File: src/rtl/fir_pkg.sv
// fir_pkg: shared widths and sequencer state encoding for the FIR sample sequencer.
package fir_pkg;
  localparam int DATA_W = 18;
  localparam int ADDR_W = 7;
  localparam int MEM_DEPTH = 128;
  typedef enum logic [1:0] {IDLE, WRITE, READ, DRAIN} state_t;
endpackage

File: src/rtl/rd_flag_pipe.sv
// rd_flag_pipe: DEPTH-stage shift of {valid, last, zero} aligned with RAM read latency.
module rd_flag_pipe #(
  parameter int DEPTH = 2
) (
  input  logic       clk,
  input  logic       reset,
  input  logic [2:0] d,
  output logic [2:0] q
);
  logic [2:0] sr [DEPTH];
  always_ff @(posedge clk) begin
    if (reset) begin
      for (int i = 0; i < DEPTH; i++) sr[i] <= '0;
    end else begin
      sr[0] <= d;
      for (int i = 1; i < DEPTH; i++) sr[i] <= sr[i-1];
    end
  end
  assign q = sr[DEPTH-1];
endmodule

File: src/rtl/fir_sample_seq.sv
// fir_sample_seq: writes each accepted sample to RAM, then streams NTAPS taps newest-first to the MAC.
module fir_sample_seq
  import fir_pkg::*;
#(
  parameter int NTAPS = 16,
  parameter int RD_LAT = 2
) (
  input  logic              clk,
  input  logic              reset,
  input  logic              s_valid,
  output logic              s_ready,
  input  logic [DATA_W-1:0] s_data,
  output logic              m_valid,
  output logic [DATA_W-1:0] m_data,
  output logic              m_last,
  output logic              ram_ce,
  output logic              ram_oce,
  output logic              ram_wre,
  output logic [ADDR_W-1:0] ram_ad,
  output logic [DATA_W-1:0] ram_din,
  input  logic [DATA_W-1:0] ram_dout,
  output logic              busy
);
  localparam logic [7:0] LAST_K = 8'(NTAPS - 1);
  localparam logic [7:0] LAST_D = 8'(RD_LAT - 1);
  localparam logic [7:0] FULL = 8'(NTAPS);
  state_t state;
  logic [ADDR_W-1:0] wr_ptr;
  logic [7:0] cnt, fill;
  logic [2:0] flag_in, flag_out;
  assign s_ready = state == IDLE;
  assign busy = state != IDLE;
  // taps beyond the number of samples written since reset read stale RAM, so mark them zero
  always_comb flag_in = state == READ ? {1'b1, cnt == LAST_K, cnt >= fill} : 3'b000;
  rd_flag_pipe #(.DEPTH(RD_LAT)) u_flags (
    .clk(clk),
    .reset(reset),
    .d(flag_in),
    .q(flag_out)
  );
  assign m_valid = flag_out[2];
  assign m_last = flag_out[1];
  assign m_data = flag_out[2] && !flag_out[0] ? ram_dout : '0;
  always_ff @(posedge clk) begin
    if (reset) begin
      state <= IDLE;
      wr_ptr <= '0;
      fill <= '0;
      cnt <= '0;
      ram_ce <= 1'b0;
      ram_oce <= 1'b0;
      ram_wre <= 1'b0;
      ram_ad <= '0;
      ram_din <= '0;
    end else begin
      unique case (state)
        IDLE: if (s_valid) begin
          state <= WRITE;
          ram_ce <= 1'b1;
          ram_wre <= 1'b1;
          ram_ad <= wr_ptr;
          ram_din <= s_data;
          fill <= fill == FULL ? fill : fill + 8'd1;
        end
        WRITE: begin
          // ram_ad keeps the written address so read k=0 returns the new sample
          state <= READ;
          ram_wre <= 1'b0;
          ram_oce <= 1'b1;
          wr_ptr <= wr_ptr + 1'b1;
          cnt <= '0;
        end
        READ: begin
          ram_ad <= ram_ad - 1'b1;
          cnt <= cnt + 8'd1;
          if (cnt == LAST_K) begin
            state <= DRAIN;
            ram_ce <= 1'b0;
            cnt <= '0;
          end
        end
        DRAIN: begin
          cnt <= cnt + 8'd1;
          if (cnt == LAST_D) begin
            state <= IDLE;
            ram_oce <= 1'b0;
          end
        end
      endcase
    end
  end
endmodule

File: config.mk
export PLATFORM = sky130hd
export DESIGN_NAME = fir_sample_seq
export DESIGN_NICKNAME = d
export VERILOG_FILES = /design/src/rtl/fir_pkg.sv /design/src/rtl/rd_flag_pipe.sv /design/src/rtl/fir_sample_seq.sv
export SDC_FILE = /design/constraint.sdc
export NUM_CORES = 1
export LEC_CHECK = 0
export BUFFER_PORTS_ARGS = -buffer_cell sky130_fd_sc_hd__buf_2
export CORE_ASPECT_RATIO = 1.75
export CORE_MARGIN = 8
export CORE_UTILIZATION = 46
export CTS_BUF_LIST = sky130_fd_sc_hd__clkbuf_16
export DETAILED_ROUTE_END_ITERATION = 10
export GPL_TIMING_DRIVEN = 0
export PLACE_DENSITY_LB_ADDON = 0.2
export RECOVER_POWER = 50
export SETUP_SLACK_MARGIN = 0.5
export SYNTH_ARGS = -nofsm -noshare
export SYNTH_HDL_FRONTEND = slang
export SYNTH_SLANG_ARGS = --single-unit
File: constraint.sdc
create_clock -name clk -period 3.3 [get_ports clk]
set_input_delay 0.495 -clock clk [delete_from_list [all_inputs] [get_ports clk]]
set_output_delay 0.495 -clock clk [all_outputs]
set_load 0.02 [all_outputs]
After elaboration in Yosys (flattened, before gate mapping)
Memory sizes are Yosys's and may differ from the RTL's.
Index checks and enable logic that the tools add are counted.

word-level totals
  flip-flop bits (word level) = 53
  latch bits = 0
  RAM bits = 6
  memory bits (read-only) = 0
  bits of input ports = 39
  output and inout port bits = 50
  logic and storage cells = 63
  memories kept = 1

operators by class
  add/subtract/negate cells = 4
  multipliers = 0
  div/mod/pow operators = 0
  $lt $le $gt $ge = 1
  equal/unequal tests = 9
  shifts and indexed selects = 0
  mux-type cells = 21
  bitwise operators = 3
  reduce and logical (&&, ||, !) cells = 15

memories
  memory      depth  bits a word  rd ports  clocked after memory_dff  write ports  RTL line            source
  u_flags.sr  2      3            2         0                         2            rd_flag_pipe.sv:10  logic [2:0] sr [DEPTH];

operator list
  cell                                                 number
  one-hot mux 8 bit (3 select lines)                   1
  2-to-1 mux 18 bit                                    1
  adder 8 x 1 -> 8 bit, second input constant          2
  one-hot mux 7 bit (2 select lines)                   1
  2-to-1 mux 3 bit                                     3
  AND reduction 3 bit                                  3
  equality test 8 x 1 -> 1 bit, second input constant  1
  equality test 8 x 4 -> 1 bit, second input constant  1
  equality test 8 x 5 -> 1 bit, second input constant  1
  >= comparator 8 bit                                  1
  2-to-1 mux 8 bit                                     1
  one-hot mux 2 bit (4 select lines)                   1
  AND reduction 2 bit                                  4
  nonzero test 2 bit                                   4
  adder 7 x 1 -> 7 bit, second input constant          1
  2-to-1 mux 7 bit                                     1
  subtractor 7 x 1 -> 7 bit, second input constant     1
  2-to-1 mux 1 bit                                     6
  2-to-1 mux 2 bit                                     3
  one-hot mux 1 bit (2 select lines)                   3
  equality test 2 bit, second input constant           2
  != test 2 bit, second input constant                 2
  nonzero test 3 bit                                   1
  equality test 2 x 1 -> 1 bit, second input constant  1
  6 further kinds                                      7

Depth between registers and ports, before layout
Gate-level depths: netlist of run 1.

  word-level depth = 3
  depth in mapped cells = 9
  depth with buffers taken out = 6

By module
A second synthesis of run 1 with hierarchy kept.

unflattened totals
  cells, all modules = 349
  area, all modules = 2874.0 µm²

modules (own cells, without submodules)
  module          times used  cells an instance  area an instance (µm²)  sequential area each (µm²)
  fir_sample_seq  1           334                2693.8                  1061.0
  rd_flag_pipe    1           15                 180.2                   120.1

Worst setup path before layout of run 1
OpenSTA, ideal clock, no wires.

  path kind = register -> register
  start point = register state[0]
  end point = register cnt[2]
  library setup time = 70 ps
  data arrival time = 1856 ps
  required time = 3230 ps
  setup slack = 1374 ps
  stages on the path, launching flop included = 7
  buffers on the path = 2
  period minus slack after synthesis = 1926 ps
  path through = dfxtp_1 > inv_1 > ha_1 > clkbuf_1 > clkbuf_1 > or4b_2 > a21oi_1

between the ends
  word-level cells in the longest chain between the ends = 2
  elaborated cells on any way between the ends = 5
  classes of those cells = eq/ne: 3; mux: 1; reduce/logical: 1

ends and longest elaborated chain
  what                                                                             RTL line              source
  start: declaration                                                               fir_sample_seq.sv:27  state_t state;
  start signal: assignment                                                         fir_sample_seq.sv:46  state <= IDLE;
  start signal: assignment                                                         fir_sample_seq.sv:58  state <= WRITE;
  start signal: assignment                                                         fir_sample_seq.sv:67  state <= READ;
  equality test 2 bit / equality test 2 x 1 -> 1 bit (equally long branches)       fir_sample_seq.sv:56  unique case (state)
  one-hot mux 8 bit (3 select lines) / nonzero test 3 bit (equally long branches)  --
  end signal: assignment                                                           fir_sample_seq.sv:75  cnt <= cnt + 8'd1;
  end signal: assignment                                                           fir_sample_seq.sv:83  cnt <= cnt + 8'd1;
  end: declaration                                                                 fir_sample_seq.sv:29  logic [7:0] cnt, fill;

Parallel ways exist; a longest one is shown, timed or not.
A chain may end at the register's enable or synchronous reset.

Worst setup path after layout of run 1
  start point = register state[0]
  end point = register ram_ad[0]

between the ends
  word-level cells in the longest chain between the ends = 3
  elaborated cells on any way between the ends = 6
  classes of those cells = eq/ne: 2; mux: 1; reduce/logical: 3

ends and longest elaborated chain
  what                                                                  RTL line              source
  equality test 2 bit / zero test 2 bit (equally long branches)         fir_sample_seq.sv:56
  nonzero test 2 bit (no line) / != test 2 bit (equally long branches)  --
  AND reduction 2 bit (no line)                                         --
  end signal: assignment                                                fir_sample_seq.sv:61  ram_ad <= wr_ptr;
  end signal: assignment                                                fir_sample_seq.sv:74  ram_ad <= ram_ad - 1'b1;
  end: declaration                                                      fir_sample_seq.sv:19  output logic [ADDR_W-1:0] ram_ad,

Parallel ways exist; a longest one is shown, timed or not.

==> impl_metrics.env, run 1 <==
export IMPL_layout_cells_most_common="sky130_fd_sc_hd__dfxtp_1"
export IMPL_post_cts_resized=0
export IMPL_die_width_um=75.4
export IMPL_cellLeakagePower_uw=0.00149
export IMPL_setup_tns_ns=0
export IMPL_gr_total_overflow=0
export IMPL_syn_cell_area_um2=2840
export IMPL_detailed_place_hpwl_mm=5.55
export IMPL_number_of_iterations_in_the_first_detailed_routing_pass=4
export IMPL_worstPathArrival_ns=2.37
export IMPL_post_synth_cell_area_avg_um2=8.25
export IMPL_drt_total_wl_mm=7.20
export IMPL_last_weighted_congestion_value_of_the_routability_driven_placer=0.858
export IMPL_core_um2=6090
export IMPL_cap_viol_max_count=0
export IMPL_p_total_uw=2560
export IMPL_clock_tree_htree_level_count=3
export IMPL_clockBufferDepth=2
export IMPL_vias_per_cell=5.03
export IMPL_num_vias=2646
export IMPL_outcome="complete, no violations"
export IMPL_unrepaired_setup_endpoints_after_global_routing="false"
export IMPL_detail_route_antenna_nets=0
export IMPL_grt_most_used_layer="met2"
export IMPL_fin_worst_skew_ns=0.00636
export IMPL_wl_per_cell_um=13.7
export IMPL_grt_start_max_net_pins=11
export IMPL_power_density_nw_per_um2=714
export IMPL_clock_slew_seen_by_the_registers_of_the_worst_setup_and_hold_paths_ns=0.05
export IMPL_signed_area_change_from_the_synthesized_netlist_to_the_final_layout_pct=26.4
export IMPL_grt_antenna_before_repair=0
export IMPL_synthesized_flop_and_latch_total=59
export IMPL_layout_common_cells="sky130_fd_sc_hd__dfxtp_1, sky130_fd_sc_hd__buf_2, sky130_fd_sc_hd__clkbuf_1, sky130_fd_sc_hd__nand2_1, sky130_fd_sc_hd__a21oi_1"
export IMPL_critPathCaptureType="flop"
export IMPL_synth_edff_count=0
export IMPL_fin_nets=498
export IMPL_crit_slowest_cell="sky130_fd_sc_hd__mux2i_1"
export IMPL_groute_layer_met2_usage_pct=27.5
export IMPL_min_path_type="input pin to flop"
export IMPL_worstPathMaxFanout=10
export IMPL_cts_post_setup_buffers_inserted=0
export IMPL_timing_final_setup_violations=0
export IMPL_slew_limit_headroom_pct=59.5
export IMPL_pin_count=89
export IMPL_max_vdd_ir_drop_mv=0.449
export IMPL_crit_path_max_incr_delay_ns=0.46
export IMPL_first_iter_violations=158
export IMPL_yosys_cell_types_count=42
export IMPL_globalRouteMet3Util_pct=7.69
export IMPL_numPortBuffers=86
export IMPL_cts_tree="yes"
export IMPL_count_of_pins_over_their_slew_limit=0
export IMPL_worst_pin_slew_ns=0.599
export IMPL_number_of_rows_created_at_floorplan=38
export IMPL_clock_latency_late_sink_ns=0.33
export IMPL_drive_above_1_share_pct=16.8
export IMPL_synth_top_flop_cell="sky130_fd_sc_hd__dfxtp_1"
export IMPL_synth_top_cell_by_area="sky130_fd_sc_hd__dfxtp_1"
export IMPL_cp_required_ns=3.49
export IMPL_netlist_top_cells_area="sky130_fd_sc_hd__dfxtp_1, sky130_fd_sc_hd__ha_1, sky130_fd_sc_hd__nand2_1, sky130_fd_sc_hd__a21oi_1, sky130_fd_sc_hd__and2_1"
export IMPL_worst_path_cell_trace="inv_1, ha_1, clkbuf_1, mux2i_1, clkbuf_1, nor3_1, a21oi_1, a21oi_1"
export IMPL_globalRouteMet1Util_pct=17.1
export IMPL_antenna_diode_count=0
export IMPL_first_global_vias=2678
export IMPL_synth_top_cell_area_share_pct=41.6
export IMPL_period_share_pct=65.8
export IMPL_yosysWarnings=0
export IMPL_post_synth_inst_count=344
export IMPL_criticalPathCategory="flop to flop"
export IMPL_tmin_final_ns=2.17
export IMPL_root_buffer="sky130_fd_sc_hd__clkbuf_16"
export IMPL_fmax_mhz=460
export IMPL_fp_dieArea_um2=9040
export IMPL_worstSetupStartpointType="flop"
export IMPL_total_routing_usage_reported_by_global_routing_pct=17.0
export IMPL_final_routed_drc_violation_total=0
export IMPL_asyncSetResetFlopFracSynth_pct=0
export IMPL_numClockSinks=59
export IMPL_die_y_um=120
export IMPL_final_hold_violation_count=0
export IMPL_initial_core_util_pct=46.6
export IMPL_post_cts_hold_buffer_count=0
export IMPL_grt_pass1_wl_mm=11.9
export IMPL_ys_seq_area_share_pct=41.6
export IMPL_synthesis_nets=401
export IMPL_cts_buffers=9
export IMPL_worst_hold_slack_ns=0.404
-- synth_stat cells, drive strengths merged (5+ instances only) --
| cell type | count |
|---|---|
| dfxtp | 59 |
| nand4 | 6 |
| inv | 21 |
| nor2b | 5 |
| and2 | 19 |
| ha | 18 |
| o21ai | 12 |
| nor2 | 30 |
| xor2 | 5 |
| mux2i | 7 |
| a21oi | 35 |
| nor3 | 5 |
| xnor2 | 11 |
| clkbuf | 18 |
| nand2 | 49 |
-- stage by stage --
step	util (%)	instance area [um2]	cells	setup slack (ns)
finish	58.9	3590	526	1.13
CTS	59.6	3630	526	1.11
global placement	55.3	3370	510	1.18
detailed placement	55.3	3370	510	1.15
floorplan	-	2840	344	1.37
global route	58.9	3590	526	0.878
-- worst max-delay path, delay by kind of cell (launching register included) --
family / cells / cell delay, ns
AND/OR/NAND/NOR: 1 / 0.09
buffers and inverters: 3 / 0.77
adder cells (fa/ha/maj): 1 / 0.18
AO/OA/AOI/OAI: 2 / 0.21
multiplexers: 1 / 0.46
flip-flops: 1 / 0.32
-- kinds of logic after synthesis --
group | after synthesis | share of synthesized area [%]
multiplexers | 7 | 2.47
XOR/XNOR | 16 | 4.94
buffers and inverters | 39 | 5.16
adder cells (fa/ha/maj) | 18 | 7.94
AND/OR/NAND/NOR | 138 | 24.0
AO/OA/AOI/OAI | 67 | 13.9
flip-flops | 59 | 41.6
-- worst paths after layout --
check                                   endpoint  slack, ns  cells after the start             start
worst min-delay path                  ram_din[8]       0.40                      3         s_data[8]
worst min register to register  u_flags.sr[0][5]       0.44                      1  u_flags.sr[0][2]
worst max-delay path                   ram_ad[0]       1.13                      8          state[0]
worst max register to register         ram_ad[0]       1.13                      8          state[0]
-- area by class of cell --
type                       count  area [um2]
fill                         597        2500
tap                           80         100
buffer                        18        67.6
inverter                      21        78.8
clock buffer                   9         225
multi-input combinational    246        1510
timing repair buffer          86         392
sequential                    59        1180
clock inverter                 7        36.3
-- per-layer routing --
metal,wire [um],vias to the layer above
li1,-,1347
met1,2770,1179
met2,3470,103
met3,758,17
met4,199,0
met5,0,-
-- registers in the layout (all words and copies together) (netlist names) --
name	flops
ram_din	18
cnt	8
fill	8
ram_ad	7
wr_ptr	7
u_flags.sr	6
state	2
ram_ce	1
ram_oce	1
ram_wre	1
-- power by group --
| part | leakage, uW | switching, uW | internal (uW) |
|---|---|---|---|
| Combinational | 0.000873 | 555 | 299 |
| Sequential | 0.000480 | 83.0 | 816 |
| Clock | 0.000136 | 312 | 496 |
Note: power is estimated with default switching activity, not from simulation.
==> run 2, diff against run 1 <==
==> constraint.sdc (replaced) <==
create_clock -name clk -period 1.8 [get_ports clk]
set_input_delay 0.27 -clock clk [delete_from_list [all_inputs] [get_ports clk]]
set_output_delay 0.27 -clock clk [all_outputs]
set_load 0.02 [all_outputs]
==> run 2 against run 1 <==
Design area rose by 27%. Sequential share of layout area decreased by 6.3 points. Via count increased by 12%. Count of clock-buffer cells in the layout stayed put. Global-route usage increased by 3.3 points.
==> impl_metrics.env, run 2 (same netlist as run 1, synthesis figures left out) <==
export IMPL_outcome="complete, no violations"
export IMPL_fin_worst_skew_ns=0.00611
export IMPL_grt_pass1_wl_mm=14.1
export IMPL_crit_slowest_cell="sky130_fd_sc_hd__or4_4"
export IMPL_timing_final_setup_violations=0
export IMPL_fillCellCount=443
export IMPL_first_global_vias=2935
export IMPL_r2r_setup_slack_ns=0.03
export IMPL_worst_r2r_startpoint="cnt[4]"
export IMPL_cap_viol_max_count=0
export IMPL_timing_hold_worst_start="s_data[15]"
export IMPL_min_path_type="input pin to flop"
export IMPL_num_vias=2963
export IMPL_grt_most_used_layer="met2"
export IMPL_antenna_diode_count=0
export IMPL_min_delay_worst_endpoint="ram_din[15]"
export IMPL_cts_tree="yes"
export IMPL_final_hold_violation_count=0
export IMPL_die_width_um=75.4
export IMPL_cellLeakagePower_uw=0.00187
export IMPL_vias_per_cell=5.26
export IMPL_detailed_place_hpwl_mm=5.73
export IMPL_initial_core_util_pct=46.6
export IMPL_pin_count=89
export IMPL_first_iter_violations=205
export IMPL_final_routed_drc_violation_total=0
export IMPL_holdPathStages=3
export IMPL_globalRouteMet1Util_pct=18.0
export IMPL_worst_path_cell_trace="or4_4, clkbuf_1, nand2b_1, a211oi_1, a211oi_2"
export IMPL_grt_start_max_net_pins=11
export IMPL_slew_limit_headroom_pct=57.2
export IMPL_detail_route_antenna_nets=0
export IMPL_core_um2=6090
export IMPL_clockBufferDepth=2
export IMPL_last_weighted_congestion_value_of_the_routability_driven_placer=0.802
export IMPL_number_of_iterations_in_the_first_detailed_routing_pass=4
export IMPL_cells_on_worst_reg2reg_path=5
export IMPL_criticalPathCategory="flop to flop"
export IMPL_wl_per_cell_um=16.9
export IMPL_setup_tns_ns=0
export IMPL_signed_area_change_from_the_synthesized_netlist_to_the_final_layout_pct=60.4
export IMPL_numClockSinks=59
export IMPL_fin_nets=535
export IMPL_count_of_pins_over_their_slew_limit=0
export IMPL_globalRouteMet3Util_pct=5.18
export IMPL_grt_antenna_before_repair=0
export IMPL_drive_above_1_share_pct=39.5
export IMPL_numPortBuffers=86
export IMPL_gr_total_overflow=0
export IMPL_largest_register="ram_din"
export IMPL_tmin_final_ns=1.77
export IMPL_layout_common_cells="sky130_fd_sc_hd__dfxtp_1, sky130_fd_sc_hd__clkbuf_1, sky130_fd_sc_hd__nand2_1, sky130_fd_sc_hd__buf_2, sky130_fd_sc_hd__a21oi_1"
export IMPL_largest_reg_flops=18
export IMPL_critPathCaptureType="flop"
export IMPL_worstPathMaxFanout=3
export IMPL_groute_layer_met2_usage_pct=38.3
export IMPL_die_y_um=120
export IMPL_worst_pin_slew_ns=0.642
export IMPL_number_of_rows_created_at_floorplan=38
export IMPL_clock_latency_late_sink_ns=0.33
export IMPL_worstReg2RegEnd="state[0]"
export IMPL_crit_path_max_incr_delay_ns=0.53
export IMPL_cp_required_ns=1.99
export IMPL_startpoint="cnt[4]"
export IMPL_power_density_nw_per_um2=1350
export IMPL_leading_registers_by_flop_count="ram_din: 18 flops, cnt: 8 flops, fill: 8 flops"
export IMPL_worstPathArrival_ns=1.96
export IMPL_drt_total_wl_mm=9.53
export IMPL_stdcell_area_um2=4550
export IMPL_dpl_cell_area_um2=3530
export IMPL_worstSetupStartpointType="flop"
export IMPL_period_share_pct=98.5
export IMPL_layout_cells_most_common="sky130_fd_sc_hd__dfxtp_1"
export IMPL_clock_slew_seen_by_the_registers_of_the_worst_setup_and_hold_paths_ns=0.05
export IMPL_max_vdd_ir_drop_mv=0.864
export IMPL_cts_buffers=9
export IMPL_total_routing_usage_reported_by_global_routing_pct=20.4
export IMPL_root_buffer="sky130_fd_sc_hd__clkbuf_16"
export IMPL_fmax_mhz=564
export IMPL_fp_dieArea_um2=9040
export IMPL_unrepaired_setup_endpoints_after_global_routing="true"
export IMPL_clock_tree_htree_level_count=3
==> run 2: timing repair <==
action	in CTS	in global routing
pin swaps	35	13
resized for setup	117	38
setup endpoints to repair	70	76
cloned	4	0
hold buffers	0	0
setup buffers	19	14
==> run 2: power by group <==
part	internal (uW)	switching (uW)	leakage (uW)	total, uW
combinational	1460	1390	0.00123	2850
sequential	1510	173	0.000488	1680
clock	1050	582	0.000144	1630
==> run 2: worst max path at each step <==
stage,endpoint,slack [ns],cells past startpoint
finish,state[0],0.03,5
global route,state[0],-0.02,5
CTS,state[0],0.05,4
detailed placement,cnt[4],-0.05,6
global placement,cnt[5],-0.04,6
floorplan,state[0],0.11,4
==> run 2: per-stage QoR <==
stage                     setup slack [ns]  hold WS [ns]  power [uW]  utilization [%]  std cells
after floorplan                      0.109         0.406        3000                -        344
after global placement             -0.0381         0.421        3440             58.0        510
after detailed placement           -0.0451         0.435        3480             58.0        510
after CTS                           0.0543         0.168        5870             72.6        549
after global routing               -0.0235         0.173        6480             74.8        563
final                               0.0278         0.180        6170             74.8        563
==> run 2: area by class of cell <==
cell class	instances	area, um2	share of cell area [%]
plain buffers	18	220	4.84
repair buffers	122	866	19.0
well taps	80	100	2.20
multi-input cells	247	1780	39.1
flip-flops and latches	59	1210	26.6
clock buffers	9	225	4.95
inverters	21	88.8	1.95
clock inverters	7	60.1	1.32
==> run 2: critical path: cells and delay by family (launching register included) <==
family          cells  cell delay, ns
compound gates      2            0.44
buf+inv             1            0.15
flops               1            0.34
simple gates        2            0.71
==> run 2: per-layer routing <==
metal  part of all wire, %  wire, um
met4                   3.7       352
met3                   6.2       589
met5                     0         0
met2                    56      5360
met1                    34      3220
